`src/rtl/spi_txn_pkg.sv`:
```
// spi_txn_pkg: protocol words, FSM state encoding and word-index width for spi_txn_arbiter
package spi_txn_pkg;
  localparam logic [15:0] W_START   = 16'd1;
  localparam logic [15:0] W_WRITE   = 16'd2;
  localparam logic [15:0] W_READ    = 16'd3;
  localparam logic [15:0] W_SUCCESS = 16'd20;
  localparam logic [15:0] W_STOP    = 16'd22;
  localparam logic [15:0] W_FAIL    = 16'd27;
  localparam int IDX_W = 3;
  typedef enum logic [2:0] {S_IDLE, S_LOAD, S_XFER, S_CHECK, S_ERRW, S_FINISH} state_e;
endpackage

```
`src/rtl/spi_txn_arbiter_rr.sv`:
```
// spi_rr_arbiter: combinational round-robin pick of the first valid requester at or after the pointer
module spi_rr_arbiter #(
  parameter int N = 2
) (
  input  logic [N-1:0] valid_i,
  input  logic [2:0]   ptr_i,
  output logic [2:0]   gnt_o,
  output logic         found_o
);
  logic [N-1:0] rot;
  logic [3:0]   sum;
  always_comb begin
    rot = N'({valid_i, valid_i} >> ptr_i);
    gnt_o = '0;
    found_o = 1'b0;
    sum = '0;
    for (int i = N - 1; i >= 0; i--) begin
      if (rot[i]) begin
        sum = 4'(ptr_i) + 4'(i);
        gnt_o = 3'(sum >= 4'(N) ? sum - 4'(N) : sum);
        found_o = 1'b1;
      end
    end
  end
endmodule

```
`src/rtl/spi_txn_arbiter.sv`:
```
// spi_txn_arbiter: round-robin SPI register-transaction sequencer; SPI_TXN_ARB_TIMEOUT_EN adds a per-word watchdog
module spi_txn_arbiter
  import spi_txn_pkg::*;
#(
  parameter int NUM_REQ     = 2,
  parameter int TIMEOUT_CYC = 4096
) (
  input  logic                  clk210_p,
  input  logic                  reset_p,
  input  logic [NUM_REQ-1:0]    req_valid_p,
  input  logic [NUM_REQ-1:0]    req_rw_p,
  input  logic [NUM_REQ*16-1:0] req_addr_p,
  input  logic [NUM_REQ*16-1:0] req_wdata_p,
  output logic [NUM_REQ-1:0]    req_ack_p,
  output logic                  req_err_p,
  output logic [15:0]           rsp_rdata_p,
  output logic [2:0]            grant_id_p,
  output logic                  busy_p,
  output logic                  spi_ss_p,
  output logic [15:0]           spi_word_out_p,
  output logic                  spi_init_trans_p,
  input  logic [15:0]           spi_word_in_p,
  input  logic                  spi_word_done_p
);
  state_e               state_q;
  logic [IDX_W-1:0]     idx_q;
  logic                 err_q, rw_q, ss_q, init_q, rerr_q, busy_q, pass_d, arb_found;
  logic [15:0]          addr_q, wdata_q, rx_q, word_q, rdata_q, word_d;
  logic [2:0]           gnt_q, ptr_q, arb_gnt;
  logic [NUM_REQ-1:0]   ack_q;
`ifdef SPI_TXN_ARB_TIMEOUT_EN
  logic [15:0]          wd_q;
`else
  logic                 unused_timeout;
  assign unused_timeout = ^32'(TIMEOUT_CYC);
`endif
  spi_rr_arbiter #(.N(NUM_REQ)) u_rr (
    .valid_i(req_valid_p),
    .ptr_i  (ptr_q),
    .gnt_o  (arb_gnt),
    .found_o(arb_found)
  );
  always_comb begin
    word_d = err_q ? W_FAIL :
             idx_q == IDX_W'(0) ? W_START :
             idx_q == IDX_W'(1) ? (rw_q ? W_READ : W_WRITE) :
             idx_q == IDX_W'(2) ? addr_q :
             idx_q == IDX_W'(3) ? (rw_q ? 16'h0 : wdata_q) : W_STOP;
    pass_d = idx_q == IDX_W'(0) ? rx_q == 16'h0 :
             idx_q == IDX_W'(1) ? rx_q == W_SUCCESS : 1'b1;
  end
  always_ff @(posedge clk210_p) begin
    if (reset_p) begin
      state_q <= S_IDLE;
      idx_q   <= '0;
      err_q   <= 1'b0;
      rw_q    <= 1'b0;
      addr_q  <= '0;
      wdata_q <= '0;
      rx_q    <= '0;
      gnt_q   <= '0;
      ptr_q   <= '0;
      ss_q    <= 1'b1;
      init_q  <= 1'b0;
      word_q  <= '0;
      ack_q   <= '0;
      rerr_q  <= 1'b0;
      rdata_q <= '0;
      busy_q  <= 1'b0;
`ifdef SPI_TXN_ARB_TIMEOUT_EN
      wd_q    <= '0;
`endif
    end else begin
      ack_q <= '0;
      case (state_q)
        S_IDLE: begin
          // the acked requester still shows valid during its ack cycle, so hold off one cycle
          if (arb_found && ack_q == '0) begin
            gnt_q   <= arb_gnt;
            busy_q  <= 1'b1;
            rw_q    <= 1'(req_rw_p >> arb_gnt);
            addr_q  <= 16'(req_addr_p >> {arb_gnt, 4'b0});
            wdata_q <= 16'(req_wdata_p >> {arb_gnt, 4'b0});
            idx_q   <= '0;
            err_q   <= 1'b0;
            state_q <= S_LOAD;
          end
        end
        S_LOAD: begin
          word_q  <= word_d;
          ss_q    <= 1'b0;
`ifdef SPI_TXN_ARB_TIMEOUT_EN
          wd_q    <= '0;
`endif
          state_q <= S_XFER;
        end
        S_XFER: begin
          if (init_q && spi_word_done_p) begin
            init_q  <= 1'b0;
            rx_q    <= spi_word_in_p;
            state_q <= S_CHECK;
          end
`ifdef SPI_TXN_ARB_TIMEOUT_EN
          else if (wd_q == 16'(TIMEOUT_CYC - 1)) begin
            init_q  <= 1'b0;
            ss_q    <= 1'b1;
            err_q   <= 1'b1;
            state_q <= S_FINISH;
          end else begin
            init_q <= 1'b1;
            wd_q   <= wd_q + 16'd1;
          end
`else
          else init_q <= 1'b1;
`endif
        end
        S_CHECK: begin
          if (err_q || idx_q == IDX_W'(4)) state_q <= S_FINISH;
          else if (!pass_d) state_q <= S_ERRW;
          else begin
            idx_q   <= idx_q + IDX_W'(1);
            state_q <= S_LOAD;
          end
        end
        S_ERRW: begin
          err_q   <= 1'b1;
          state_q <= S_LOAD;
        end
        S_FINISH: begin
          ss_q    <= 1'b1;
          ack_q   <= NUM_REQ'(1) << gnt_q;
          rerr_q  <= err_q;
          if (rw_q && !err_q) rdata_q <= rx_q;
          ptr_q   <= (gnt_q == 3'(NUM_REQ - 1)) ? '0 : gnt_q + 3'd1;
          busy_q  <= 1'b0;
          state_q <= S_IDLE;
        end
        default: state_q <= S_IDLE;
      endcase
    end
  end
  assign req_ack_p        = ack_q;
  assign req_err_p        = rerr_q;
  assign rsp_rdata_p      = rdata_q;
  assign grant_id_p       = gnt_q;
  assign busy_p           = busy_q;
  assign spi_ss_p         = ss_q;
  assign spi_word_out_p   = word_q;
  assign spi_init_trans_p = init_q;
endmodule
```
`config.mk`:
```
export PLATFORM = sky130hd
export DESIGN_NAME = spi_txn_arbiter
export DESIGN_NICKNAME = d
export VERILOG_FILES = /design/src/rtl/spi_txn_pkg.sv /design/src/rtl/spi_txn_arbiter_rr.sv /design/src/rtl/spi_txn_arbiter.sv
export SDC_FILE = /design/constraint.sdc
export NUM_CORES = 1
export LEC_CHECK = 0
export BUFFER_PORTS_ARGS = -buffer_cell sky130_fd_sc_hd__buf_2
export CORE_UTILIZATION = 40
export CTS_BUF_LIST = sky130_fd_sc_hd__clkbuf_2
export CTS_CLUSTER_SIZE = 8
export DETAILED_ROUTE_END_ITERATION = 8
export GPL_ROUTABILITY_DRIVEN = 0
export PLACE_DENSITY = 0.71
export REMOVE_ABC_BUFFERS = 1
export SYNTH_ARGS = -nofsm -noshare
export SYNTH_HDL_FRONTEND = slang
export SYNTH_SLANG_ARGS = --single-unit
export TNS_END_PERCENT = 1
```
`constraint.sdc`:
```
create_clock -name clk210_p -period 1.94 [get_ports clk210_p]
set_clock_uncertainty 0.05 [all_clocks]
set_input_delay 0.291 -clock clk210_p [delete_from_list [all_inputs] [get_ports clk210_p]]
set_output_delay 0.291 -clock clk210_p [all_outputs]
set_load 0.01 [all_outputs]
```
==> Word level (Yosys, flattened, before mapping) <==
Index checks and enable logic that the tools add are counted.
{ "op_classes": {"n_addsub": 5, "n_mul": 0, "div_mod_pow": 0, "magnitude_cmp": 2, "eq_ne": 15, "n_shift": 5, "n_mux": 31, "bitwise": 1, "n_reduce_logical": 21} }
{ "op_table": {"columns": ["op", "n"], "rows": [
  ["$mux W16", 6],
  ["$shr A32 B7 Y16", 2],
  ["$mux W3", 12],
  ["$eq A16 B5 Y1 const B", 1],
  ["$logic_not A16 Y1", 1],
  ["$pmux W3 S5", 1],
  ["$eq A3 B2 Y1 const B", 4],
  ["$reduce_and A2 Y1", 6],
  ["$eq A3 B1 Y1 const B", 3],
  ["$eq A3 B3 Y1 const B", 3],
  ["$mux W1", 8],
  ["$ne A2 B2 Y1 const B", 4],
  ["$reduce_bool A2 Y1", 4],
  ["$add A3 B1 Y3 const B", 2],
  ["$logic_not A3 Y1", 2],
  ["$pmux W1 S2", 3],
  ["$pmux W3 S2", 1],
  ["$sub A3 B2 Y3 const B", 2],
  ["$add A3 B1 Y4 const B", 1],
  ["$ge A4 B2 Y1 const B", 1],
  ["$reduce_and A4 Y1", 1],
  ["$shr A4 B3 Y2", 1],
  ["$ge A3 B2 Y1 const B", 1],
  ["$logic_and A1 B1 Y1", 3],
  ["other kinds (7)", 7]
]} }
{ "word_totals": {"register_bits": 100, "latchBits": 0, "mem_bits_rw": 0, "rom_bits": 0, "in_bits": 87, "out_inout_bits": 41, "memories": 0} }

==> Logic depth before layout (Yosys ltp) <==
{ "depth": {"word_depth": 6, "mapped_depth": 8} }

==> Hierarchy <==
A second synthesis with hierarchy kept.
{ "unflattened": {"hier_cells": 556, "area_unflattened_um2": 4722.0} }
{ "modules_own_cells": {"columns": ["mod", "instances", "cells_each", "area_per_inst_um2", "seq_area_each_um2"], "rows": [
  ["spi_txn_arbiter", 1, 528, 4518.1, 2001.9],
  ["spi_rr_arbiter", 1, 28, 203.9, 0.0]
]} }

==> Least setup slack after synthesis <==
No wires, ideal clock.
{ "synth_path": {"kind": "register to register", "startpoint": "register ptr_q[0]", "endpoint": "register addr_q[0]", "setup_time_ps": 88, "t_arrival_ps": 1675, "path_slack_ps": 127, "stages_incl_launch_ff": 9, "synth_period_minus_slack_ps": 1813, "cell_sequence": "dfxtp_1 -> buf_4 -> inv_1 -> ha_1 -> nor2b_1 -> mux2i_1 -> o2bb2ai_2 -> buf_4 -> o32ai_2"} }
{ "synth_via": {"elab_chain_cells": 6, "word_cells_on_any_way": 15} }
{ "synth_rtl": {"columns": ["element", "line", "text"], "rows": [
  ["from (decl)", "spi_txn_arbiter.sv:29", "logic [2:0] gnt_q, ptr_q, arb_gnt;"],
  ["from (signal assigned)", "spi_txn_arbiter.sv:134", "ptr_q <= (gnt_q == 3'(NUM_REQ - 1)) ? '0 : gnt_q + 3'd1;"],
  ["$add A3 B1 Y4", "spi_txn_arbiter_rr.sv:19", "sum = 4'(ptr_i) + 4'(i);"],
  ["$ge A4 B2 Y1 or $sub A3 B2 Y3 (tied branches)", "spi_txn_arbiter_rr.sv:20", "gnt_o = 3'(sum >= 4'(N) ? sum - 4'(N) : sum);"],
  ["$mux W3", "spi_txn_arbiter_rr.sv:20", null],
  ["$mux W3 (2 in a row)", "spi_txn_arbiter_rr.sv:18", "if (rot[i]) begin"],
  ["$shr A32 B7 Y16", "spi_txn_arbiter.sv:82", "addr_q <= 16'(req_addr_p >> {arb_gnt, 4'b0});"],
  ["to (signal assigned)", "spi_txn_arbiter.sv:82", null],
  ["to (decl)", "spi_txn_arbiter.sv:28", "logic [15:0] addr_q, wdata_q, rx_q, word_q, rdata_q, word_d;"]
]} }
Several ways; a longest one is shown, not always the timed one.
A chain may end at the register's enable or synchronous reset.

==> Worst setup path after layout <==
{ "layout_path": {"startpoint": "register ptr_q[1]", "endpoint": "register wdata_q[6]"} }
{ "layout_via": {"elab_chain_cells": 6, "word_cells_on_any_way": 15} }
{ "layout_rtl": {"columns": ["element", "line", "text"], "rows": [
  ["$add A3 B1 Y4", "spi_txn_arbiter_rr.sv:19", null],
  ["$ge A4 B2 Y1 or $sub A3 B2 Y3 (tied branches)", "spi_txn_arbiter_rr.sv:20", null],
  ["$mux W3", "spi_txn_arbiter_rr.sv:20", null],
  ["$mux W3 (2 in a row)", "spi_txn_arbiter_rr.sv:18", null],
  ["$shr A32 B7 Y16", "spi_txn_arbiter.sv:83", "wdata_q <= 16'(req_wdata_p >> {arb_gnt, 4'b0});"],
  ["to (signal assigned)", "spi_txn_arbiter.sv:83", null],
  ["to (decl)", "spi_txn_arbiter.sv:28", null]
]} }
Several ways; a longest one is shown, not always the timed one.

==> impl_metrics.csv <==
group,metric,value,unit
status,status,"complete, no violations",
sta,final-setup-viol-count,0,
setup_path,slowest_stage,"dfxtp_2",
clock_tree,cts_root_buffer,"clkbuf_2",
detailed_routing,drt_first_pass_iters,4,
layout,fin_nets,787,
clock_tree,clk_pin_slew,280,ps
sta,hold_viol,0,
yosys,synth_commonest_cells,"111 x nand2_1, 100 x dfxtp_1, 37 x a21oi_1",
floorplanning,die_x,113.0,um
hold_path,whs_path_depth,3,
pwr,ir_worst_vdd,0.4734,mV
global_routing,antenna_found_initial,0,
yosys,ys.flop_type,"dfxtp_1",
yosys,synthCells,525,
sta,fin_crit_sh,97.16,%
layout,drive_gt1_share,33.57,%
pwr,power_leakage,2.536,nW
setup_path,cp_max_fo,33,
floorplanning,core,12010,um^2
sta,fmax,530.5,MHz
yosys,synth_area_leaders,"dfxtp_1 41%, o32ai_2 9.9%, nand2_1 8.5%",
detailed_routing,drt_iter0_drc,265,
setup_path,cpPeakStageDelay,410,ps
floorplanning,rows,40,
yosys,ys_warn_count,0,
clock_tree,clock_path_buffers,2,
global_routing,grt_pass1_vias,4262,
sta,slew_viol_final,0,
floorplanning,die_h,113.0,um
detailed_routing,viasPerCell,5.279,
clock_tree,clk_latency,560,ps
yosys,yosysMostFrequentCell,"nand2_1",
yosys,async_flop_share,0,%
hold_path,min-delay-start,"req_addr_p[25]",
yosys,syn_area_per_cell,9.385,um^2
floorplanning,start_util,41.02,%
detailed_routing,wl,12780,um
sta,slew_headroom,64.01,%
floorplanning,die_area,12770,um^2
setup_path,crit_type,"reg -> reg",
clock_tree,cts_tree,"yes",
setup_path,reg2reg_from,"ptr_q[1]$_SDFFE_PP0P_",
setup_path,r2r_end,"wdata_q[6]$_SDFFE_PP0P_",
detailed_routing,antenna_left,0,
global_routing,grtUsageTotal,20.09,%
setup_path,worstPathRequired,2380,ps
pwr,power_density,863.6,nW/um^2
detailed_routing,route.detailed.drc,0,
global_routing,grt_overflow,0,
job,maxCapViolCount,0,
hold_path,hold_end,"addr_q[9]$_SDFFE_PP0P_",
hold_path,min_path_type,"in -> reg",
yosys,yosysSeqAreaShare,40.63,%
global_routing,grt_first_pass_wirelength,20360,um
yosys,synth_edf_count,0,
detailed_routing,wl_per_cell,15.20,um
layout,utilization,52.61,%
yosys,yosysUniqueCellTypes,56,
yosys,ys_seq_elements,100,
sta,worst_pin_slew,539.0,ps
place,hpwl,8806,um
clock_tree,cts_num_sinks,100,
place,port_buffers,127,
clock_tree,cts.htree.levels,3,
yosys,syn_area,4927,um^2
sta,post-route-min-period,1885,ps
setup_path,cp-end-kind,"flop",
setup_path,cp-start-kind,"flop",
layout,layout.cells.non_filler,841,
setup_path,crit_arrival,2330,ps
detailed_routing,vias,4440,
layout,diodes,0,
place,postPlaceCellArea,5715,um^2
setup_path,r2r_slack,60,ps
yosys,yosysTopAreaCell,"dfxtp_1",
yosys,synth_top_area_share,40.63,%
setup_path,r2r_cells,7,
pwr,p_total,5.458,mW
layout,area_growth,28.26,%
clock_tree,numCtsBuffers,9,
global_routing,grt_max_degree,44,
layout,final_cell_area,6320,um^2
setup_path,worstPathCellList,"buf_4 -> ha_1 -> a21oi_1 -> o21ai_2 -> o2bb2ai_4 -> buf_12 -> o32ai_2",
place,dp_cells,782,
floorplanning,pin_count,128,
## cell families (layout without fill, tap and decap cells)
family	after synthesis	after routing	synth area share (%)
xor gates and xnor gates	4	4	0.7109
muxes	35	35	7.110
adders and majority gates	10	10	2.539
buffers and inverters	52	221	6.247
DFF	100	100	40.63
and+or+nand+nor	184	184	17.24
AOI/OAI and AO/OA	140	140	25.52
## state kept, by name, summed over array words and instances (netlist names), 2 cells and up
name	cells
addr_q	16
grant_id_p	3
idx_q	3
ptr_q	3
req_ack_p	2
rsp_rdata_p	16
rx_q	16
spi_word_out_p	16
state_q	3
wdata_q	16
## through the flow
| step | hold WS, ps | setup slack, ps | TNS, ps |
|---|---|---|---|
| 2_1_floorplan | 303.4 | -792.2 | -28170 |
| 3_3_place_gp | 389.9 | -37.76 | -37.76 |
| 3_5_place_dp | 394.9 | -104.4 | -511.6 |
| 4_1_cts | 0.4611 | 10.75 | 0 |
| 5_1_grt | 1.518 | -14.66 | -27.63 |
| 6_report | 20.30 | 55.14 | 0 |
## per-layer routing
metal	share of wire, %	vias to the layer above	track usage (%)
met1	44	2072	25.15
met4	1.5	0	5.263
met2	50	142	35.23
met5	0	-	0
li1	-	2205	-
met3	4.7	21	4.071
## area by class of cell
| class | count | area [um^2] |
|---|---|---|
| repair buffers | 196 | 1306 |
| flip-flops and latches | 100 | 2008 |
| well taps | 147 | 183.9 |
| inverters | 10 | 37.54 |
| fillers | 1105 | 5692 |
| clock buffers | 9 | 45.04 |
| clock inverters | 6 | 63.81 |
| multi-input cells | 373 | 2675 |
## worst max-delay path: cells and delay by family, from the launching register on
kind                     cells  cell delay, ps
buffers and inverters        2             340
adder cells (fa/ha/maj)      1             190
AO/OA/AOI/OAI                4             810
flip-flops                   1             410
## placed cells by master, fill, tap and decap left out, drive strengths merged, types with 2 or more instances in the layout
master       Yosys  final
nor2b            3      3
a211oi           2      2
a22o            13     13
nand4            3      3
ha              10     10
buf             30    155
nand3b           2      2
nand3            2      2
o21ai           12     12
nor2            34     34
nor3b            3      3
a21oi           49     49
a311oi           2      2
mux2i           35     35
clkinv           1      4
nor3             7      7
nand2b           8      8
inv              9     10
nand2          113    113
dfxtp          100    100
o211a            2      2
dlygate4sd3      0     41
clkbuf          12      9
xnor2            4      4
a22oi           12     12
nor4             3      3
o211ai           2      2
o2bb2ai          3      3
a31oi            3      3
and3             2      2
o32ai           33     33
## worst max path at each step
stage                                  startpoint                        endpoint  slack [ps]  cells after the start
final                       ptr_q[1]$_SDFFE_PP0P_         wdata_q[6]$_SDFFE_PP0P_          60                      7
after global routing        ptr_q[1]$_SDFFE_PP0P_         wdata_q[6]$_SDFFE_PP0P_         -10                      7
after CTS                   idx_q[2]$_SDFFE_PP0P_  spi_word_out_p[0]$_SDFFE_PP0P_          10                      6
after detailed placement    idx_q[0]$_SDFFE_PP0P_  spi_word_out_p[0]$_SDFFE_PP0P_        -100                      7
after global placement      idx_q[0]$_SDFFE_PP0P_  spi_word_out_p[0]$_SDFFE_PP0P_         -40                      7
after floorplan           state_q[1]$_SDFFE_PP0P_         wdata_q[0]$_SDFFE_PP0P_        -790                      4
## report_power, final
group	internal, mW	leakage (nW)	switching (mW)	total (mW)
sequential	2.37	0.816	0.262	2.63
clock	0.291	0.0658	0.700	0.991
combinational	0.836	1.65	0.998	1.83
## what timing repair did
action / CTS / global route
hold buffers: 35 / 6
gates resized for setup: 3 / 10
endpoints found under the setup margin: 45 / 36
endpoints found under the hold margin: 28 / 5
setup buffers: 2 / 1
pin swaps: 0 / 1
Note: power is estimated with default switching activity, not from simulation.
